File: src/rtl/pc_fetch_sequencer.sv
// Fetch-side PC sequencer: owns the PC, issues instruction-memory requests with a
// ready handshake, loads IF/ID, and flushes the wrong-path slot on ID redirects.
module pc_fetch_sequencer #(
  parameter logic [31:0] RESET_PC = 32'h0000_0000,
  parameter int          PC_STEP  = 4,
  parameter int          CNT_W    = 16
) (
  input  logic             Clk,
  input  logic             Reset,
  input  logic             PCSel,
  input  logic [31:0]      BranchPC,
  input  logic             Stall_PC,
  input  logic             IMem_Ready,
  input  logic [31:0]      IMem_Data,
  output logic             IMem_Req,
  output logic [31:0]      IMem_Addr,
  output logic [31:0]      PC,
  output logic [31:0]      IFID_Instruction,
  output logic [31:0]      IFID_PCPlus4,
  output logic             IFID_Valid,
  output logic [CNT_W-1:0] Flush_Count
);

  localparam logic [31:0] STEP = 32'(PC_STEP);

  typedef enum logic [1:0] {BOOT, RUN, WAIT_MEM} state_t;

  state_t           state_reg, state_next;
  logic [31:0]      pc_reg, pc_next;
  logic [31:0]      instr_reg, instr_next;
  logic [31:0]      pcplus4_reg, pcplus4_next;
  logic             valid_reg, valid_next;
  logic [CNT_W-1:0] flush_cnt_reg, flush_cnt_next;
  logic [31:0]      pc_inc;

  assign pc_inc = pc_reg + STEP;

  always_ff @(posedge Clk) begin
    if (Reset) begin
      state_reg     <= BOOT;
      pc_reg        <= RESET_PC;
      instr_reg     <= '0;
      pcplus4_reg   <= '0;
      valid_reg     <= 1'b0;
      flush_cnt_reg <= '0;
    end else begin
      state_reg     <= state_next;
      pc_reg        <= pc_next;
      instr_reg     <= instr_next;
      pcplus4_reg   <= pcplus4_next;
      valid_reg     <= valid_next;
      flush_cnt_reg <= flush_cnt_next;
    end
  end

  always_comb begin
    state_next     = state_reg;
    pc_next        = pc_reg;
    instr_next     = instr_reg;
    pcplus4_next   = pcplus4_reg;
    valid_next     = valid_reg;
    flush_cnt_next = flush_cnt_reg;
    case (state_reg)
      BOOT: begin
        state_next   = RUN;
        instr_next   = '0;
        pcplus4_next = '0;
        valid_next   = 1'b0;
      end
      default: begin
        // A stall freezes everything, including any pending redirect.
        if (!Stall_PC) begin
          if (PCSel) begin
            pc_next      = BranchPC;
            instr_next   = '0;
            pcplus4_next = '0;
            valid_next   = 1'b0;
            state_next   = RUN;
            if (!(&flush_cnt_reg)) flush_cnt_next = flush_cnt_reg + 1'b1;
          end else if (IMem_Ready) begin
            instr_next   = IMem_Data;
            pcplus4_next = pc_inc;
            valid_next   = 1'b1;
            pc_next      = pc_inc;
            state_next   = RUN;
          end else begin
            instr_next   = '0;
            pcplus4_next = '0;
            valid_next   = 1'b0;
            state_next   = WAIT_MEM;
          end
        end
      end
    endcase
  end

  assign IMem_Req         = (state_reg != BOOT);
  assign IMem_Addr        = pc_reg;
  assign PC               = pc_reg;
  assign IFID_Instruction = instr_reg;
  assign IFID_PCPlus4     = pcplus4_reg;
  assign IFID_Valid       = valid_reg;
  assign Flush_Count      = flush_cnt_reg;

endmodule

File: config.mk
export PLATFORM = sky130hd
export DESIGN_NAME = pc_fetch_sequencer
export DESIGN_NICKNAME = d
export VERILOG_FILES = /design/src/rtl/pc_fetch_sequencer.sv
export SDC_FILE = /design/constraint.sdc
export NUM_CORES = 1
export LEC_CHECK = 0
export CELL_PAD_IN_SITES_DETAIL_PLACEMENT = 0
export CELL_PAD_IN_SITES_GLOBAL_PLACEMENT = 1
export CORE_ASPECT_RATIO = 0.8
export CORE_UTILIZATION = 28
export DETAILED_ROUTE_END_ITERATION = 10
export PLACE_DENSITY = 0.79
export SETUP_SLACK_MARGIN = 0.4
export SKIP_LAST_GASP = 1
export SYNTH_ARGS = -nofsm -noshare
export SYNTH_HDL_FRONTEND = slang
export SYNTH_SLANG_ARGS = --single-unit
export TNS_END_PERCENT = 50
File: constraint.sdc
create_clock -name Clk -period 2 [get_ports Clk]
set_input_delay 0.6 -clock Clk [delete_from_list [all_inputs] [get_ports Clk]]
set_output_delay 0.6 -clock Clk [all_outputs]
set_load 0.02 [all_outputs]
-- Yosys cells after proc, flatten, opt, wreduce, memory -nomap -nowiden
Cells that the tools add are included.
- $add $sub $neg: 2
- equal/unequal tests: 1
- mux-type cells: 12
- bitwise gates (word level): 3
- reductions and logical operators: 7
- operators by type and width (kind ; number):
    two-way mux 32 bit ; 6
    adder 32 x 3 -> 32 bit (second input constant) ; 1
    adder 16 x 1 -> 16 bit (second input constant) ; 1
    AND reduction 16 bit ; 1
    two-way mux 1 bit ; 4
    two-way mux 2 bit ; 2
    AND reduction 4 bit ; 1
    nonzero test 2 bit ; 2
    NOT 1 bit ; 3
    AND reduction 3 bit ; 1
    logical NOT 2 bit ; 1
    inequality test 2 x 1 -> 1 bit (second input constant) ; 1
    OR reduction 2 bit ; 1
- register bits: 115
- input bits: 69
- output and inout bits: 146
- word-level logic and storage cells: 32

-- Depth between registers and ports, before layout
- word-level depth: 4
- depth in mapped cells: 7
- gate-level depth less buffers: 6

-- Worst setup path after synthesis
No wires, ideal clock.
- kind: register to register
- start: register pc_reg[2] (netlist: IMem_Addr[2])
- end: register pc_reg[18] (netlist: IMem_Addr[18])
- library setup time: 0.136 ns
- arrival: 2.004 ns
- data required time: 1.864 ns
- slack: -0.140 ns
- cell stages (with the launch flop): 6
- buffers on the path: 0
- clock period less this slack: 2.140 ns
- cells stage by stage: dfxtp_1 ha_1 nand2_1 or4_1 o311ai_0 a31oi_1
- cells in the longest elaborated chain, start to end: 3
- RTL lines (element ; RTL line ; text):
    start, declared ; 29 ; logic [31:0] pc_reg, pc_next;
    start signal, assigned ; 48 ; pc_reg <= pc_next;
    adder 32 x 3 -> 32 bit ; 36 ; assign pc_inc = pc_reg + STEP;
    two-way mux 32 bit ; 80 ; end else if (IMem_Ready) begin
    two-way mux 32 bit ; 73 ; if (PCSel) begin
No other way between the ends. The select of a mux whose other input is x is not followed.
A chain may end at the register's enable or synchronous reset.

-- Worst setup path in the final report
- start: register pc_reg[11] (netlist: IMem_Addr[11])
- end: register pc_reg[24] (netlist: IMem_Addr[24])
The elaborated chain is that of the path after synthesis.

==> run summary <==
F_max = 583 MHz
Filler cell count = 1929
Diode count = 0
Maxcap violations = 0
Number of synthesized flops with an enable pin = 0
RSZ-0062 raised after global routing = true
Synth Warn # = 0
Flops & latches, synth = 115
Max Slew Vio Count = 0
Final Hold Fails = 0
Share of cells above drive strength 1 = 41.5%
Part of the Yosys area used for sequential elements = 41.8%
CTS tree = yes
CTS Hold Bufs = 0
CTS Buf Count = 17
DR WL met2 = 8.65 mm
Worst-path fanout max = 4
Max Buffers Root-to-Sink = 2
Syn Area/Cell = 8.26 µm²
Power Total = 6200 µW
Row count = 45
Layout Nets = 1008
Die X = 159 µm
Max Clock Skew = 0.0158 ns
Setup crit start kind = register
Post-Route Utilization = 46.4%
Main flop type after synthesis = dfxtp_1
DP HPWL = 13.5 mm
First-pass GRT wire length = 29.7 mm
Register Area = 2420 µm²
Setup WS pre-CTS = -0.151 ns
Top-count cell post-synth = dfxtp_1
Synth top area share = 41.8%
Final global-route overflow total = 0
Finish-stage setup viols = 0
Number of top-level pins = 215
GP Congestion = 0.831
Worst reg2reg setup slack = 0.29 ns
Crit path kind = register to register
Vias/cell = 4.92
WL final = 19.4 mm
Max layer used = met4
Later-pin clock latency in the skew report = 0.42 ns
Slew HR = 68.4%
Root Driver = clkbuf_16
Starting Density = 28.8%
Final WS setup = 0.285 ns
Top cells by area, synth = dfxtp_1 42%, a22oi_1 6.0%, nor2_1 5.7%
Pin count of the biggest net entering global routing = 44
Final ANT Viol Nets = 0
Die height = 127 µm
Power per Cell Area = 697 nW/µm²
Area grow syn2layout = 61.3%
Netlist cell types = 58
H-tree depth = 4
Hold WC Path Type = register to register
Top cells by count, synth = 115 x dfxtp_1, 84 x nor2_1, 65 x nand2_1
Leak Pwr = 0.00368 µW
Status = complete, no violations
Area leader, netlist = dfxtp_1
WL/cell = 16.0 µm
Total GRT Usage = 18.6%
Initial drt markers = 390
Vias in the first global route = 5397
Peak supply drop = 0.422 mV
Buffers on Ports = 214
Least-Margin Pin Slew = 0.474 ns
Multi-input logic area = 3120 µm²
CTS Sinks = 115
Crit path capture type = register
Required @ worst endpoint = 2.34 ns
Async set-reset flop share out of synthesis = 0%
Post-Syn Nets = 738
Metal-1 WL = 9.36 mm
Post-Synthesis Cells = 667
Initial antenna violation count = 0
Clock-pin slew on the worst setup and hold paths = 0.06 ns
1st-pass router iterations = 5
Die Area = 20200 µm²
Setup TNS = 0 ns
Via count = 5944
Core Footprint = 19100 µm²
WP data arrival = 2.05 ns
Final min period = 1.71 ns
Tcrit/Tclk final = 85.7%
DR DRC count = 0
Syn Std Cell Area = 5510 µm²
Metal3 WL = 1.24 mm
## what timing repair did
item,in CTS,in global routing
endpoints found under the hold margin,0,0
cloned,0,0
endpoints found under the setup margin,195,165
buffers inserted,22,32
resized for setup,512,132
pin swaps,11,22
## where the power goes
part	total (µW)	leakage, µW	switching [µW]	internal [µW]
Sequential	2380	0.000959	63.0	2320
Combinational	783	0.00243	409	374
Clock	3030	0.000294	1140	1890
Total	6200	0.00368	1610	4590
## cells by family after synthesis
group                      share of synthesized area, %
AOI/OAI and AO/OA                                  19.6
and+or+nand+nor                                    23.1
adders and majority gates                         0.454
muxes                                             0.727
buffers and inverters                              8.04
xor gates and xnor gates                           6.36
DFF                                                41.8
## cell type report
| class | instances | share of cell area (%) |
|---|---|---|
| multi-input cells | 467 | 35.1 |
| clock buffers | 19 | 5.09 |
| repair buffers | 326 | 27.0 |
| clock inverters | 13 | 1.46 |
| flip-flops and latches | 115 | 27.3 |
| inverters | 10 | 0.422 |
| well taps | 258 | 3.63 |
## worst paths after layout
check | startpoint | to | depth (start not counted)
min | IFID_PCPlus4[25] | IFID_PCPlus4[25] | 2
max | IMem_Addr[11] | IMem_Addr[24] | 7
max reg2reg | IMem_Addr[11] | IMem_Addr[24] | 7
min reg2reg | IFID_PCPlus4[25] | IFID_PCPlus4[25] | 2
## cells in the final DEF, fill, tap and decap left out, types with 9 or more instances in the layout
master,instances
a31oi_1,9
dfxtp_2,19
o21ai_1,9
a21oi_1,21
dfxtp_1,70
buf_2,72
clkdlybuf4s50_1,64
nand2_1,60
nor2_1,79
dfxtp_4,26
nand3_1,25
xor2_1,19
xnor2_1,20
buf_4,129
a22oi_1,44
and3_1,9
clkbuf_2,48
o21ai_0,31
clkbuf_16,17
nand4_1,18
## critical path: stages, from the launching register on
cell and delay [ns]:
dfxtp_4 0.38, nand3_4 0.10, nor4_4 0.27, buf_4 0.19, buf_6 0.12, nand2_4 0.05, or4_1 0.39, a31oi_1 0.14
## stage by stage
| stage | hold slack [ns] | instance area [µm²] | instances |
|---|---|---|---|
| final | 0.448 | 8890 | 1208 |
| after global routing | 0.468 | 8890 | 1208 |
| after CTS | 0.452 | 8670 | 1176 |
| after detailed placement | 0.443 | 8300 | 1122 |
| after global placement | 0.436 | 8300 | 1122 |
| after floorplan | 0.519 | 5840 | 667 |
## routing by layer
metal / global-route usage, % / up-vias
met1: 25.9 / 2842
met4: 3.88 / 0
met3: 5.81 / 16
li1: - / 2908
met2: 27.9 / 178
met5: 0 / -
No activity file was read; power rests on OpenSTA's default activity.
